===== src/rtl/snn_pkg.sv =====
// Shared types and default sizing for the spiking-network readout blocks.
package snn_pkg;

  localparam int unsigned DefaultNumClasses = 10;
  localparam int unsigned DefaultDataWidth  = 16;

  typedef enum logic [1:0] {
    StIdle,
    StScan,
    StDone
  } readout_state_t;

endpackage


===== src/rtl/argmax_compare_element.sv =====
// Combinational best-vs-candidate compare; strict greater-than so ties keep the lower index.
module argmax_compare_element #(
  parameter int unsigned DATA_WIDTH = 16,
  parameter int unsigned IDX_WIDTH  = 4
) (
  input  logic [DATA_WIDTH-1:0] best_val_i,
  input  logic [IDX_WIDTH-1:0]  best_idx_i,
  input  logic [DATA_WIDTH-1:0] cand_val_i,
  input  logic [IDX_WIDTH-1:0]  cand_idx_i,
  output logic [DATA_WIDTH-1:0] new_val_o,
  output logic [IDX_WIDTH-1:0]  new_idx_o,
  output logic                  replace_o
);

  always_comb begin
    replace_o = cand_val_i > best_val_i;
    new_val_o = replace_o ? cand_val_i : best_val_i;
    new_idx_o = replace_o ? cand_idx_i : best_idx_i;
  end

endmodule


===== src/rtl/spike_argmax_readout.sv =====
// Sequential argmax over per-class spike counts, one class per cycle.
// Define READOUT_MARGIN_EN to track the runner-up and expose the margin port.
module spike_argmax_readout
  import snn_pkg::*;
#(
  parameter int unsigned NUM_CLASSES = DefaultNumClasses,
  parameter int unsigned DATA_WIDTH  = DefaultDataWidth,
  localparam int unsigned IDX_WIDTH  = $clog2(NUM_CLASSES)
) (
  input  logic                              clk,
  input  logic                              rstn,
  input  logic                              start,
  input  logic [NUM_CLASSES*DATA_WIDTH-1:0] counts,
  output logic                              busy,
  output logic                              out_valid,
  input  logic                              out_ready,
  output logic [IDX_WIDTH-1:0]              winner_idx,
  output logic [DATA_WIDTH-1:0]             winner_count,
`ifdef READOUT_MARGIN_EN
  output logic [DATA_WIDTH-1:0]             margin,
`endif
  output logic                              no_spike
);

  // Scan counter must reach NUM_CLASSES to spend one extra cycle publishing the result.
  localparam int unsigned CntWidth = $clog2(NUM_CLASSES + 1);

  readout_state_t        state_q;
  logic [DATA_WIDTH-1:0] snap_q [NUM_CLASSES];
  logic [CntWidth-1:0]   scan_q;
  logic [DATA_WIDTH-1:0] best_val_q;
  logic [IDX_WIDTH-1:0]  best_idx_q;
  logic                  busy_q;
  logic                  out_valid_q;
  logic [IDX_WIDTH-1:0]  winner_idx_q;
  logic [DATA_WIDTH-1:0] winner_count_q;
  logic                  no_spike_q;
`ifdef READOUT_MARGIN_EN
  logic [DATA_WIDTH-1:0] second_q;
  logic [DATA_WIDTH-1:0] margin_q;
`endif

  logic [IDX_WIDTH-1:0]  cand_idx;
  logic [DATA_WIDTH-1:0] cand_val;
  logic [DATA_WIDTH-1:0] new_val;
  logic [IDX_WIDTH-1:0]  new_idx;
  logic                  replace;
  logic                  scan_end;

  assign cand_idx = scan_q[IDX_WIDTH-1:0];
  assign cand_val = snap_q[cand_idx];
  assign scan_end = scan_q == CntWidth'(NUM_CLASSES);

  argmax_compare_element #(
    .DATA_WIDTH (DATA_WIDTH),
    .IDX_WIDTH  (IDX_WIDTH)
  ) u_compare (
    .best_val_i (best_val_q),
    .best_idx_i (best_idx_q),
    .cand_val_i (cand_val),
    .cand_idx_i (cand_idx),
    .new_val_o  (new_val),
    .new_idx_o  (new_idx),
    .replace_o  (replace)
  );

  always_ff @(posedge clk or negedge rstn) begin
    if (!rstn) begin
      state_q        <= StIdle;
      scan_q         <= '0;
      best_val_q     <= '0;
      best_idx_q     <= '0;
      busy_q         <= 1'b0;
      out_valid_q    <= 1'b0;
      winner_idx_q   <= '0;
      winner_count_q <= '0;
      no_spike_q     <= 1'b0;
`ifdef READOUT_MARGIN_EN
      second_q       <= '0;
      margin_q       <= '0;
`endif
      for (int unsigned k = 0; k < NUM_CLASSES; k++) begin
        snap_q[k] <= '0;
      end
    end else begin
      unique case (state_q)
        StIdle: begin
          if (start) begin
            for (int unsigned k = 0; k < NUM_CLASSES; k++) begin
              snap_q[k] <= counts[k*DATA_WIDTH +: DATA_WIDTH];
            end
            best_val_q <= counts[DATA_WIDTH-1:0];
            best_idx_q <= '0;
            scan_q     <= CntWidth'(1);
            busy_q     <= 1'b1;
            state_q    <= StScan;
`ifdef READOUT_MARGIN_EN
            second_q   <= '0;
`endif
          end
        end
        StScan: begin
          if (scan_end) begin
            winner_idx_q   <= best_idx_q;
            winner_count_q <= best_val_q;
            no_spike_q     <= best_val_q == '0;
            out_valid_q    <= 1'b1;
            state_q        <= StDone;
`ifdef READOUT_MARGIN_EN
            margin_q       <= best_val_q - second_q;
`endif
          end else begin
            best_val_q <= new_val;
            best_idx_q <= new_idx;
            scan_q     <= scan_q + CntWidth'(1);
`ifdef READOUT_MARGIN_EN
            // Old best becomes runner-up on replacement; a tie with best lands here too.
            if (replace) begin
              second_q <= best_val_q;
            end else if (cand_val > second_q) begin
              second_q <= cand_val;
            end
`endif
          end
        end
        StDone: begin
          if (out_ready) begin
            out_valid_q <= 1'b0;
            busy_q      <= 1'b0;
            state_q     <= StIdle;
          end
        end
        default: state_q <= StIdle;
      endcase
    end
  end

  assign busy         = busy_q;
  assign out_valid    = out_valid_q;
  assign winner_idx   = winner_idx_q;
  assign winner_count = winner_count_q;
  assign no_spike     = no_spike_q;
`ifdef READOUT_MARGIN_EN
  assign margin       = margin_q;
`endif

endmodule


===== config.mk =====
export PLATFORM = sky130hd
export DESIGN_NAME = spike_argmax_readout
export DESIGN_NICKNAME = d
export VERILOG_FILES = /design/src/rtl/snn_pkg.sv /design/src/rtl/argmax_compare_element.sv /design/src/rtl/spike_argmax_readout.sv
export SDC_FILE = /design/constraint.sdc
export NUM_CORES = 1
export LEC_CHECK = 0
export BUFFER_PORTS_ARGS = -buffer_cell sky130_fd_sc_hd__buf_4
export CAP_MARGIN = 20
export CORE_ASPECT_RATIO = 1.2
export CORE_MARGIN = 2
export CORE_UTILIZATION = 45
export CTS_CLUSTER_SIZE = 25
export DETAILED_ROUTE_END_ITERATION = 6
export PLACE_DENSITY = 0.66
export SLEW_MARGIN = 20
export SYNTH_ARGS = -nofsm -noshare
export SYNTH_HDL_FRONTEND = slang
export SYNTH_HIERARCHICAL = 1
export SYNTH_SLANG_ARGS = --single-unit
export TNS_END_PERCENT = 10

===== constraint.sdc =====
create_clock -name clk -period 7.9 [get_ports clk]
set_input_delay 0 -clock clk [delete_from_list [all_inputs] [get_ports clk]]
set_output_delay 0 -clock clk [all_outputs]
set_load 0.01 [all_outputs]

==> flow_metrics.tcl, run 1 <==
set metrics [dict create \
    max_stage_delay_ns 0.87 \
    grt_overflow 0 \
    reg2reg_from "cand_idx[0]" \
    cts_setup_buffers 0 \
    drc 0 \
    num_io_pins 187 \
    syn-num-nets 987 \
    numClockSinks 209 \
    fp.dieH_um 173 \
    grt_setup_unrepaired "no" \
    core_region_area_sq_um 23280 \
    fin_util 0.6248 \
    cts-root-buf "clkbuf_16" \
    area_delta_synth_final_pct 35.79 \
    antenna_found_initial 0 \
    stdcell_count 1461 \
    synthesis.instances 805 \
    cp-end-kind "register" \
    nFillCells 1739 \
    period_minus_slack_ns 5.352 \
    syn_avg_cell_area_sq_um 13.30 \
    critPathLaunchType "register" \
    final.setup.tns_ns 0 \
    crit_path_top_delay_cell "dfrtp_4" \
    r2r_slack_ns 2.55 \
    crit_required_ns 8.29 \
    power_density_nw_per_um2 429.3 \
    dieArea_sq_um 25060 \
    max-slew-margin-rel 0.2299 \
    nNetsFinal 1314 \
    routed_wl_um 30230 \
    grt_max_degree 144 \
    dp_hpwl_um 19850 \
    fin_worst_skew_ns 0.01124 \
    start_util 0.4601 \
    tightest_slew_ns 1.155 \
    yosysWarnings 6 \
    r2r_end "best_val_q[1]" \
    min_path_type "in2async" \
    path_clk_slew_ns 0.07 \
    initialDrtViolationCount 481 \
    grt_use_total 0.2418 \
    cts_max_level 1 \
    cts_tree "built" \
    wire_per_inst_um 20.69 \
    hold_viol 0 \
    fmax_mhz 186.8 \
    globalplace.congestion 0.8949 \
    worst_hold_slack_ns 0.1123 \
    fp.dieW_um 144.8 \
    cp_max_fo 42 \
    viasPerCell 5.443 \
    placed_cells 1258 \
    finalCritPeriodShare 0.6775 \
    synthesis.area_sq_um 10710 \
    dr.pass1.iters 5 \
    hold_buffers 163 \
    cp-startpoint "cand_idx[0]" \
    drive_gt1_frac 0.3848 \
    r2r_cells 12 \
    ant_nets 0 \
    cts_resized 0 \
    cts_buffers 23 \
    portBuffers 186 \
    crit_arrival_ns 5.75 \
    num_vias 7952 \
    ir_drop_uv 318.9 \
    clk_latency_ns 0.52 \
    status "completed" \
    endpoint "best_val_q[1]" \
    path_class "reg2reg" \
    path_common_cell "mux2_2" \
    slew_violations 0 \
    finalPower_mw 6.244 \
    crit_chain "buf_4 > mux2_2 > o22ai_1 > o31ai_1 > inv_1 > ha_1 > and4_1 > nand2_2 > a22o_1 > a211o_1 > mux2_1 > mux2_2" \
    clk_path_buf_depth 3 \
    power_leakage_nw 6.580 \
    rows 61 \
    multi_input_area_sq_um 4945 \
    grt_pass1_vias 8406 \
    seq_area_sq_um 5234 \
    grt_pass1_wl_um 47020 \
    drv_cap 0 \
    diodes 0 \
    setup_viol 0 \
]
[power by group]
| part | internal, mW | switching, mW |
|---|---|---|
| sequential | 1.62 | 0.421 |
| clock | 0.630 | 0.430 |
| combinational | 1.68 | 1.46 |
[how the worst min path moves through the flow]
| stage | startpoint | to | slack (ns) |
|---|---|---|---|
| floorplan | rstn | best_idx_q[0] | -0.30 |
| global placement | rstn | winner_count[7] | 0.11 |
| detailed placement | rstn | winner_count[7] | 0.11 |
| CTS | rstn | winner_count[6] | 0.13 |
| global route | rstn | winner_count[6] | 0.19 |
| finish | rstn | winner_count[6] | 0.11 |
[critical path, delay by kind of cell, from the launching register on]
family | cells | cell delay (ns)
compound gates | 4 | 1.54
simple gates | 2 | 1.09
flops | 1 | 0.87
mux | 3 | 0.78
buf+inv | 2 | 0.60
fa+ha+maj | 1 | 0.31
[cell usage in the layout (no fill, tap or decap), drive strengths merged, types with 3 or more instances in the layout]
cell	count
clkbuf	35
dfrtp	209
o31ai	22
mux2i	4
and3	20
mux2	261
nand4	4
inv	27
nand3	20
ha	18
nor4	5
o22ai	17
a211o	21
o21ai	7
nor2	19
o41ai	15
clkinv	3
a21oi	7
dlygate4sd3	163
buf	196
mux4	16
nand2	33
[sequential cells by signal, indices dropped and copies added, names as in the netlist]
| register | cells |
|---|---|
| out_valid | 1 |
| state_q | 2 |
| winner_count | 16 |
| best_idx_q | 4 |
| snap_q | 160 |
| busy | 1 |
| best_val_q | 16 |
| winner_idx | 4 |
| no_spike | 1 |
| cand_idx | 4 |
[metrics by stage]
| stage | area, sq um | setup WS (ns) |
|---|---|---|
| 3_3_place_gp | 12160 | 2.670 |
| 5_1_grt | 14540 | 2.229 |
| 2_1_floorplan | 10710 | 4.358 |
| 6_report | 14540 | 2.548 |
| 4_1_cts | 14530 | 2.549 |
| 3_5_place_dp | 12160 | 2.553 |
[routing by layer]
metal	global-route usage	vias up	part of all wire	wire (um)
met1	0.3215	3999	0.42	12630
met2	0.4027	254	0.49	14920
met3	0.03212	60	0.052	1564
met5	0	-	0	0
met4	0.08778	0	0.037	1113
li1	-	3639	-	-
[layout make-up]
type | instances | share of cell area
Sequential cell | 209 | 0.3599
Multi-Input combinational cell | 512 | 0.3400
Timing Repair Buffer | 360 | 0.2154
Clock buffer | 34 | 0.04723
Tap cell | 315 | 0.02710
Inverter | 26 | 0.006710
Clock inverter | 5 | 0.003699
(Power assumes the default switching activity.)
==> run 2, diff against run 1 <==
--- a/config.mk
+++ b/config.mk
@@ -12,7 +12,7 @@
 export CORE_UTILIZATION = 45
 export CTS_CLUSTER_SIZE = 25
 export DETAILED_ROUTE_END_ITERATION = 6
-export PLACE_DENSITY = 0.66
+export PLACE_DENSITY = 0.69
 export SLEW_MARGIN = 20
 export SYNTH_ARGS = -nofsm -noshare
 export SYNTH_HDL_FRONTEND = slang
==> constraint.sdc (replaced) <==
create_clock -name clk -period 4.3 [get_ports clk]
set_input_delay 0 -clock clk [delete_from_list [all_inputs] [get_ports clk]]
set_output_delay 0 -clock clk [all_outputs]
set_load 0.01 [all_outputs]
==> run 2 against run 1 <==
Against the previous run:
- global-route usage is essentially flat
- critical path type unchanged
- maximum frequency grew 31%
- setup slack lost 2.3 ns
- sequential cell count is the same
- non-clock buffer count grew 24
- first-iteration DRC count grew 7.3%
- highest routed layer unchanged
==> flow_metrics.tcl, run 2 (synthesized netlist as in run 1, its figures left out) <==
set metrics [dict create \
    routed_wl_um 30250 \
    max_stage_delay_ns 0.57 \
    fp.dieW_um 144.8 \
    cp_max_fo 20 \
    finalCritPeriodShare 0.9468 \
    start_util 0.4601 \
    r2r_slack_ns 0.23 \
    regMostFlops "snap_q" \
    power_density_nw_per_um2 785.2 \
    antenna_found_initial 2 \
    grt_overflow 0 \
    crit_chain "buf_4 > mux4_2 > nor2_1 > o31ai_1 > ha_1 > o21ai_0 > o211ai_1 > a211o_1 > buf_4 > and3_1 > a211o_1 > mux2_2 > mux2_2" \
    nFillCells 1708 \
    fmax_mhz 245.6 \
    dp_hpwl_um 20140 \
    fp.dieH_um 173 \
    setup_viol 0 \
    final_common_cell "buf_4" \
    hold_start "counts[74]" \
    viasPerCell 5.405 \
    drv_cap 0 \
    clk_latency_ns 0.52 \
    num_io_pins 187 \
    critPathLaunchType "register" \
    portBuffers 186 \
    crit_required_ns 4.70 \
    r2r_cells 13 \
    cts_max_level 1 \
    rows 61 \
    holdPathStages 3 \
    num_vias 8037 \
    tightest_slew_ns 1.090 \
    ir_drop_uv 572.2 \
    path_clk_slew_ns 0.06 \
    cts_buffers 23 \
    ant_nets 0 \
    dieArea_sq_um 25060 \
    cts_tree "built" \
    stdcell_count 1487 \
    globalplace.congestion 0.8721 \
    grt_pass1_wl_um 46910 \
    grt_use_total 0.2414 \
    crit_arrival_ns 4.47 \
    period_minus_slack_ns 4.071 \
    slew_violations 0 \
    fin_worst_skew_ns 0.01220 \
    largest_reg_flops 160 \
    numClockSinks 209 \
    final.setup.tns_ns 0 \
    r2r_end "best_val_q[12]" \
    multi_input_area_sq_um 4955 \
    path_class "reg2reg" \
    drc 0 \
    grt_setup_unrepaired "no" \
    grt_max_degree 129 \
    mostFrequentLayoutCells "buf_4, dfrtp_1, mux2_2, dlygate4sd3_1, mux2_1" \
    dr.pass1.iters 5 \
    crit_path_top_delay_cell "o31ai_1" \
    fin_area_sq_um 14780 \
    clk_path_buf_depth 3 \
    status "completed" \
    dpl_cell_area_sq_um 12350 \
    area_delta_synth_final_pct 37.98 \
    finalPower_mw 11.60 \
    hold_viol 0 \
    core_region_area_sq_um 23280 \
    hold_path_end "snap_q[90]" \
    cts-root-buf "clkbuf_16" \
    initialDrtViolationCount 516 \
    placed_cells 1280 \
    grt_pass1_vias 8463 \
    drive_gt1_frac 0.3966 \
    min_path_type "in2reg" \
    wire_per_inst_um 20.34 \
    cp-end-kind "register" \
    seq_area_sq_um 5234 \
    nNetsFinal 1338 \
    max-slew-margin-rel 0.2727 \
    power_leakage_nw 6.704 \
    reg2reg_from "cand_idx[0]" \
]
[run 2: cell count changes in the layout (fill, tap and decap cells not counted), moves of 2 or more]
cell	before	now
buf_12	1	4
buf_4	194	214
clkbuf_1	4	6
clkbuf_8	8	6
diode_2	0	2
o31ai_1	22	20
o31ai_2	0	2
[run 2: per-layer routing]
metal | global-route usage | routed length, um | up-vias | share of wire
met2 | 0.4027 | 15090 | 237 | 0.50
met5 | 0 | 0 | - | 0
met1 | 0.3177 | 12740 | 4041 | 0.42
met4 | 0.09183 | 1133 | 0 | 0.037
li1 | - | - | 3692 | -
met3 | 0.03323 | 1285 | 67 | 0.042
[run 2: how the worst max path moves through the flow]
stage                      startpoint              to  depth (start not counted)
after floorplan           cand_idx[0]   best_val_q[1]                         14
after global placement    cand_idx[0]   best_val_q[1]                         13
after detailed placement  cand_idx[0]   best_val_q[1]                         13
after CTS                 cand_idx[0]   best_val_q[1]                         13
after global routing      cand_idx[0]  best_val_q[14]                         13
final                     cand_idx[0]  best_val_q[12]                         13
[run 2: metrics by stage]
step,worst slack (ns),hold WS [ns],util
global placement,0.2704,0.2173,0.5306
global route,0.01950,0.2469,0.6348
CTS,0.1866,0.2234,0.6317
finish,0.2288,0.2352,0.6348
detailed placement,0.2145,0.2212,0.5306
floorplan,0.7582,-0.2956,-
[run 2: worst max-delay path, delay by kind of cell, from the launching register on]
kind,cells,cell delay [ns]
AND/OR/NAND/NOR,2,0.24
AO/OA/AOI/OAI,5,1.50
adder cells (fa/ha/maj),1,0.36
flip-flops,1,0.54
buffers and inverters,2,0.44
multiplexers,3,0.87
[run 2: repair_timing]
action,in CTS,in global routing
hold buffers,163,1
hold endpoints to repair,305,31
gates resized for setup,0,2
setup buffers,0,1
setup endpoints to repair,0,7
[run 2: area by class of cell]
cell class	count	share of cell area
Sequential cell	209	0.3542
Multi-Input combinational cell	512	0.3353
Timing Repair Buffer	384	0.2280
Clock buffer	34	0.04513
Tap cell	315	0.02667
Inverter	26	0.006604
Clock inverter	5	0.003810
Antenna cell	2	0.0003387
[run 2: where the power goes]
| group | internal, mW | total, mW | switching, mW |
|---|---|---|---|
| Clock | 1.13 | 1.92 | 0.794 |
| Combinational | 3.24 | 6.05 | 2.81 |
| Sequential | 2.99 | 3.63 | 0.646 |
| Total | 7.35 | 11.6 | 4.25 |
